<file path="config.mk">
export PLATFORM = sky130hd
export DESIGN_NAME = imem_responder
export DESIGN_NICKNAME = d
export VERILOG_FILES = /design/src/rtl/imem_pkg.sv /design/src/rtl/imem_array.sv /design/src/rtl/imem_responder.sv
export SDC_FILE = /design/constraint.sdc
export NUM_CORES = 2
export LEC_CHECK = 0
export CAP_MARGIN = 20
export CELL_PAD_IN_SITES_DETAIL_PLACEMENT = 0
export CELL_PAD_IN_SITES_GLOBAL_PLACEMENT = 1
export CORE_MARGIN = 10
export CORE_UTILIZATION = 45
export DETAILED_ROUTE_END_ITERATION = 16
export HOLD_SLACK_MARGIN = 0.15
export PLACE_DENSITY_LB_ADDON = 0.1
export REMOVE_ABC_BUFFERS = 1
export SLEW_MARGIN = 20
export SYNTH_ARGS = -nofsm -noshare
export SYNTH_HDL_FRONTEND = slang
export SYNTH_SLANG_ARGS = --single-unit
</file>
<file path="constraint.sdc">
create_clock -name clk -period 3.3 [get_ports clk]
set_clock_uncertainty 0.05 [all_clocks]
set_input_delay 0.66 -clock clk [delete_from_list [all_inputs] [get_ports clk]]
set_output_delay 0.66 -clock clk [all_outputs]
set_load 0.02 [all_outputs]
</file>
<file path="src/rtl/imem_pkg.sv">
// Shared definitions for the instruction memory and the fetch stage.
package imem_pkg;

  localparam int unsigned INSTR_W = 32;
  localparam logic [INSTR_W-1:0] NOP_WORD = 32'hD503201F;

  typedef enum logic {
    IMEM_LOAD = 1'b0,
    IMEM_RUN  = 1'b1
  } imem_state_t;

endpackage

</file>
<file path="src/rtl/imem_array.sv">
// DEPTH x INSTR_W single-write, single-read synchronous RAM with a registered read port.
module imem_array #(
  parameter int unsigned DEPTH = 64,
  parameter logic [imem_pkg::INSTR_W-1:0] NOP_WORD = imem_pkg::NOP_WORD,
  localparam int unsigned AW = $clog2(DEPTH)
) (
  input  logic                          clk,
  input  logic                          reset,
  input  logic                          we,
  input  logic [AW-1:0]                 waddr,
  input  logic [imem_pkg::INSTR_W-1:0]  wdata,
  input  logic [AW-1:0]                 raddr,
  input  logic                          force_nop,
  output logic [imem_pkg::INSTR_W-1:0]  rdata
);
  import imem_pkg::*;

  logic [INSTR_W-1:0] mem_q [DEPTH];
  logic [INSTR_W-1:0] rdata_q;
  logic [INSTR_W-1:0] rdata_d;

  // Image storage survives reset; only the read register is reset.
  always_ff @(posedge clk) begin
    if (we) begin
      mem_q[waddr] <= wdata;
    end
  end

  always_comb begin
    rdata_d = NOP_WORD;
    if (!force_nop) begin
      rdata_d = mem_q[raddr];
    end
  end

  always_ff @(posedge clk) begin
    if (reset) begin
      rdata_q <= NOP_WORD;
    end else begin
      rdata_q <= rdata_d;
    end
  end

  assign rdata = rdata_q;

endmodule

</file>
<file path="src/rtl/imem_responder.sv">
// Instruction-memory responder: boot-time load stream, then 1-cycle fetch reads
// with misaligned / out-of-image fault flags.
module imem_responder #(
  parameter int unsigned DEPTH = 64,
  parameter logic [imem_pkg::INSTR_W-1:0] NOP_WORD = imem_pkg::NOP_WORD
) (
  input  logic                          clk,
  input  logic                          reset,
  input  logic [63:0]                   imem_addr_F,
  input  logic                          load_valid,
  input  logic [imem_pkg::INSTR_W-1:0]  load_data,
  input  logic                          load_last,
  output logic                          load_ready,
  output logic [imem_pkg::INSTR_W-1:0]  instr_F,
  output logic                          instr_valid,
  output logic                          misaligned,
  output logic                          out_of_range
);
  import imem_pkg::*;

  localparam int unsigned AW    = $clog2(DEPTH);
  localparam int unsigned CW    = AW + 1;
  localparam int unsigned IDX_W = 62;

  imem_state_t state_q, state_d;
  logic [AW-1:0] wr_ptr_q, wr_ptr_d;
  logic [CW-1:0] n_loaded_q, n_loaded_d;
  logic          instr_valid_q, instr_valid_d;
  logic          misaligned_q, misaligned_d;
  logic          oor_q, oor_d;
  logic          load_ready_q, load_ready_d;
  logic [IDX_W-1:0] idx;
  logic          mis_n;
  logic          oor_n;
  logic          we;
  logic          force_nop;

  // Next-state, pointer and fault logic.
  always_comb begin
    state_d       = state_q;
    wr_ptr_d      = wr_ptr_q;
    n_loaded_d    = n_loaded_q;
    instr_valid_d = instr_valid_q;
    misaligned_d  = 1'b0;
    oor_d         = 1'b0;
    we            = 1'b0;
    force_nop     = 1'b1;
    idx           = imem_addr_F[63:2];
    mis_n         = |imem_addr_F[1:0];
    // Full-width compare so huge addresses never alias into the image.
    oor_n         = (idx >= IDX_W'(n_loaded_q));
    case (state_q)
      IMEM_LOAD: begin
        if (load_valid) begin
          we         = 1'b1;
          wr_ptr_d   = wr_ptr_q + AW'(1);
          n_loaded_d = CW'(wr_ptr_q) + CW'(1);
          if (load_last || (wr_ptr_q == AW'(DEPTH - 1))) begin
            state_d = IMEM_RUN;
          end
        end
      end
      IMEM_RUN: begin
        instr_valid_d = 1'b1;
        misaligned_d  = mis_n;
        oor_d         = oor_n;
        force_nop     = mis_n | oor_n;
      end
      default: state_d = IMEM_LOAD;
    endcase
    load_ready_d = (state_d == IMEM_LOAD);
  end

  always_ff @(posedge clk) begin
    if (reset) begin
      state_q       <= IMEM_LOAD;
      wr_ptr_q      <= '0;
      n_loaded_q    <= '0;
      instr_valid_q <= 1'b0;
      misaligned_q  <= 1'b0;
      oor_q         <= 1'b0;
      load_ready_q  <= 1'b1;
    end else begin
      state_q       <= state_d;
      wr_ptr_q      <= wr_ptr_d;
      n_loaded_q    <= n_loaded_d;
      instr_valid_q <= instr_valid_d;
      misaligned_q  <= misaligned_d;
      oor_q         <= oor_d;
      load_ready_q  <= load_ready_d;
    end
  end

  imem_array #(
    .DEPTH    (DEPTH),
    .NOP_WORD (NOP_WORD)
  ) u_array (
    .clk       (clk),
    .reset     (reset),
    .we        (we & ~reset),
    .waddr     (wr_ptr_q),
    .wdata     (load_data),
    .raddr     (idx[AW-1:0]),
    .force_nop (force_nop),
    .rdata     (instr_F)
  );

  assign load_ready   = load_ready_q;
  assign instr_valid  = instr_valid_q;
  assign misaligned   = misaligned_q;
  assign out_of_range = oor_q;

endmodule

</file>
==> results_dict.tcl <==
set metrics [dict create \
    synth_compound_area_share_pct 2.59 \
    max-cap-violations 0 \
    port_buffers 135 \
    worst_pin_slew_ps 1120 \
    avgViaCountPerCell 6.09 \
    yosysSeqAreaShare_pct 78.4 \
    fp.dieW_um 441 \
    dieArea_um2 194000 \
    avgSynthCellArea_um2 22.5 \
    initial_core_util_pct 45.2 \
    setup-violations-final 0 \
    synth_simple_gate_area_share_pct 1.98 \
    synth_top_family_by_area "multiplexers" \
    path_cells "clkinv_1, ha_1, nand2_1, o21ai_0, a21oi_1, o211ai_1, buf_12, buf_4, a21oi_1" \
    synth_edf_count 2048 \
    critPathMaxFanout 19 \
    gp_congestion 0.817 \
    critPathArrivalTime_ps 3630 \
    fin_tns_setup_ps 0 \
    fin_hold_ws_ps 212 \
    vias 40206 \
    synth.distinct_cells 61 \
    synth_top_area_cell "edfxtp_1" \
    ir_worst_vdd_mv 0.495 \
    wl_um 234000 \
    grt_pass1_wl_um 327000 \
    synthAdderAreaFrac_pct 0.126 \
    numCtsBuffers 212 \
    cp_slowest_cell "dfxtp_1" \
    yosys_most_used_dff "edfxtp_1" \
    hp-class "input port to register" \
    cp-end-kind "register" \
    track_usage_pct 24.1 \
    start_kind "register" \
    h-tree-depth 4 \
    hpwl_um 142000 \
    status "completed" \
    ctsResizeCount 0 \
    cpMostUsedCell "a21oi_1" \
    hold_violations 0 \
    clk_pin_slew_ps 60 \
    area_growth_pct 18.0 \
    cts_tree "yes" \
    power_leakage_nw 29.6 \
    fin_crit_sh_pct 90.4 \
    async_flop_share_pct 0 \
    drt_iter0_drc 4674 \
    synth_top_area_share_pct 77.2 \
    rows 154 \
    wl_per_cell_um 35.5 \
    grt-ovfl-total 0 \
    clockRootBuffer "clkbuf_16" \
    synth_xor_area_share_pct 0.0550 \
    yosysWarnings 0 \
    power_density_nw_per_um2 585 \
    first_pass_iters 5 \
    drc 0 \
    antenna_found_initial 11 \
    critPathRequiredTime_ps 3950 \
    cts.path.max_buffers 3 \
    grt_max_degree 65 \
    worstSetupPathType "register to register" \
    synth_area_um2 79600 \
    rsz0062_at_grt "false" \
    ant_nets 0 \
    grt_pass1_vias 41616 \
    postCtsSetupRepairBufs 0 \
    period_needed_ps 2980 \
    fin_nets 4188 \
    total_power_mw 55.0 \
    fillers 13520 \
    cpPeakStageDelay_ps 420 \
    synth_mux_area_share_pct 15.4 \
    synth.area.top_cells "edfxtp_1 (77%), mux4_2 (14%), dfxtp_1 (1.1%)" \
    finalMaxSlewViolations 0 \
    die-height_um 441 \
    synth-seq-cells 2092 \
    clk_latency_ps 870 \
    core_um2 176000 \
    cts_sinks 2092 \
    cts_hold_buf 0 \
    boundaryPins 136 \
    synthCells 3544 \
    clock.fmax_ghz 0.335 \
    drive_above_1_share_pct 31.0 \
    slew_headroom_pct 25.3 \
]
-- stage by stage --
stage	utilization (%)	worst slack, ps	area, um2	instances
3_3_place_gp	49.5	-304	87300	6206
5_1_grt	53.4	167	94000	6602
6_report	53.4	318	94000	6604
4_1_cts	53.3	272	93900	6601
2_1_floorplan	-	78.1	78500	3361
3_5_place_dp	49.5	-327	87300	6206
-- cell usage after synthesis, drive strengths merged (10+ instances only) --
library cell and n:
a31oi 15, a21oi 57, nor2 136, buf 107
dfxtp 44, nor4 15, nand3 35, o211ai 13
a22oi 59, edfxtp 2048, o22ai 57, nor3 19
mux2 21, inv 11, mux4 515, nand2 92
a221oi 20, mux2i 45, clkbuf 76, o21ai 48
nor2b 14, nand2b 10
-- flip-flops by register name (all words and copies together) (netlist names) --
register	flops
wr_ptr_q	5
state_q	1
u_array.rdata	32
out_of_range	1
n_loaded_q	2
instr_valid	1
load_ready	1
u_array.mem_q	2048
misaligned	1
-- layer usage --
metal | global-route usage [%] | vias to the layer above | wire length [um]
met3 | 4.70 | 316 | 17900
met5 | 0 | - | 26
met1 | 33.9 | 21966 | 96800
li1 | - | 16180 | -
met2 | 38.9 | 1740 | 114000
met4 | 6.19 | 4 | 5450
-- critical path, delay by kind of cell, from the launching register on --
family                     cells  cell delay [ps]
buffers and inverters          3              940
and+or+nand+nor                1               50
AOI/OAI and AO/OA              4              940
adders and majority gates      1              370
DFF                            1              420
-- where the power goes --
group          internal (mW)  switching [mW]
clock network           13.0            10.1
logic                   1.08            1.65
registers               29.2          0.0161
total                   43.2            11.7
-- placed cells by master, fill, tap and decap left out, types with 7 or more instances in the layout --
master	Yosys	final
nor2_4	0	64
clkbuf_1	76	53
a31oi_1	15	15
o22ai_1	57	57
mux2_2	19	19
nand2b_1	10	9
nor3_1	19	19
nor2b_1	14	12
edfxtp_1	2048	2048
buf_4	38	288
buf_12	3	108
clkinv_1	3	41
o211ai_1	13	13
a22oi_1	58	58
dfxtp_1	44	44
nor2_1	136	72
buf_2	37	9
mux4_2	512	512
o21ai_0	41	41
inv_1	11	11
clkdlybuf4s50_1	0	97
a21oi_1	57	57
clkbuf_16	0	213
ha_1	8	8
clkinv_2	0	50
bufinv_16	0	12
nand3_1	35	35
o21ai_1	7	7
a221oi_1	19	19
nor4_1	15	14
a22o_1	8	8
mux2i_1	45	45
nand2_1	92	92
-- logic make-up after synthesis --
| family | count (synthesis) |
|---|---|
| compound gates | 310 |
| xor+xnor | 5 |
| fa+ha+maj | 8 |
| buf+inv | 197 |
| flops | 2092 |
| mux | 581 |
| simple gates | 351 |
-- cell type report --
cell class / count / area [um2] / share of cell area [%]
Multi-Input combinational cell: 1255 / 16600 / 17.6
Antenna cell: 3 / 7.51 / 0.00799
Clock buffer: 272 / 5610 / 5.97
Inverter: 14 / 52.6 / 0.0559
Clock inverter: 123 / 1040 / 1.11
Sequential cell: 2092 / 62400 / 66.4
Timing Repair Buffer: 505 / 5390 / 5.73
Tap cell: 2340 / 2930 / 3.12
-- worst paths after layout --
| path | from | end | slack [ps] | cells past startpoint |
|---|---|---|---|---|
| hold reg to reg | instr_valid | instr_valid | 440 | 2 |
| setup / recovery | wr_ptr_q[4] | u_array.rdata[15] | 320 | 9 |
| setup reg to reg | wr_ptr_q[4] | u_array.rdata[15] | 320 | 9 |
| hold / removal | load_data[11] | u_array.mem_q[13][11] | 210 | 1 |
Power figures use the tool's default switching activity.
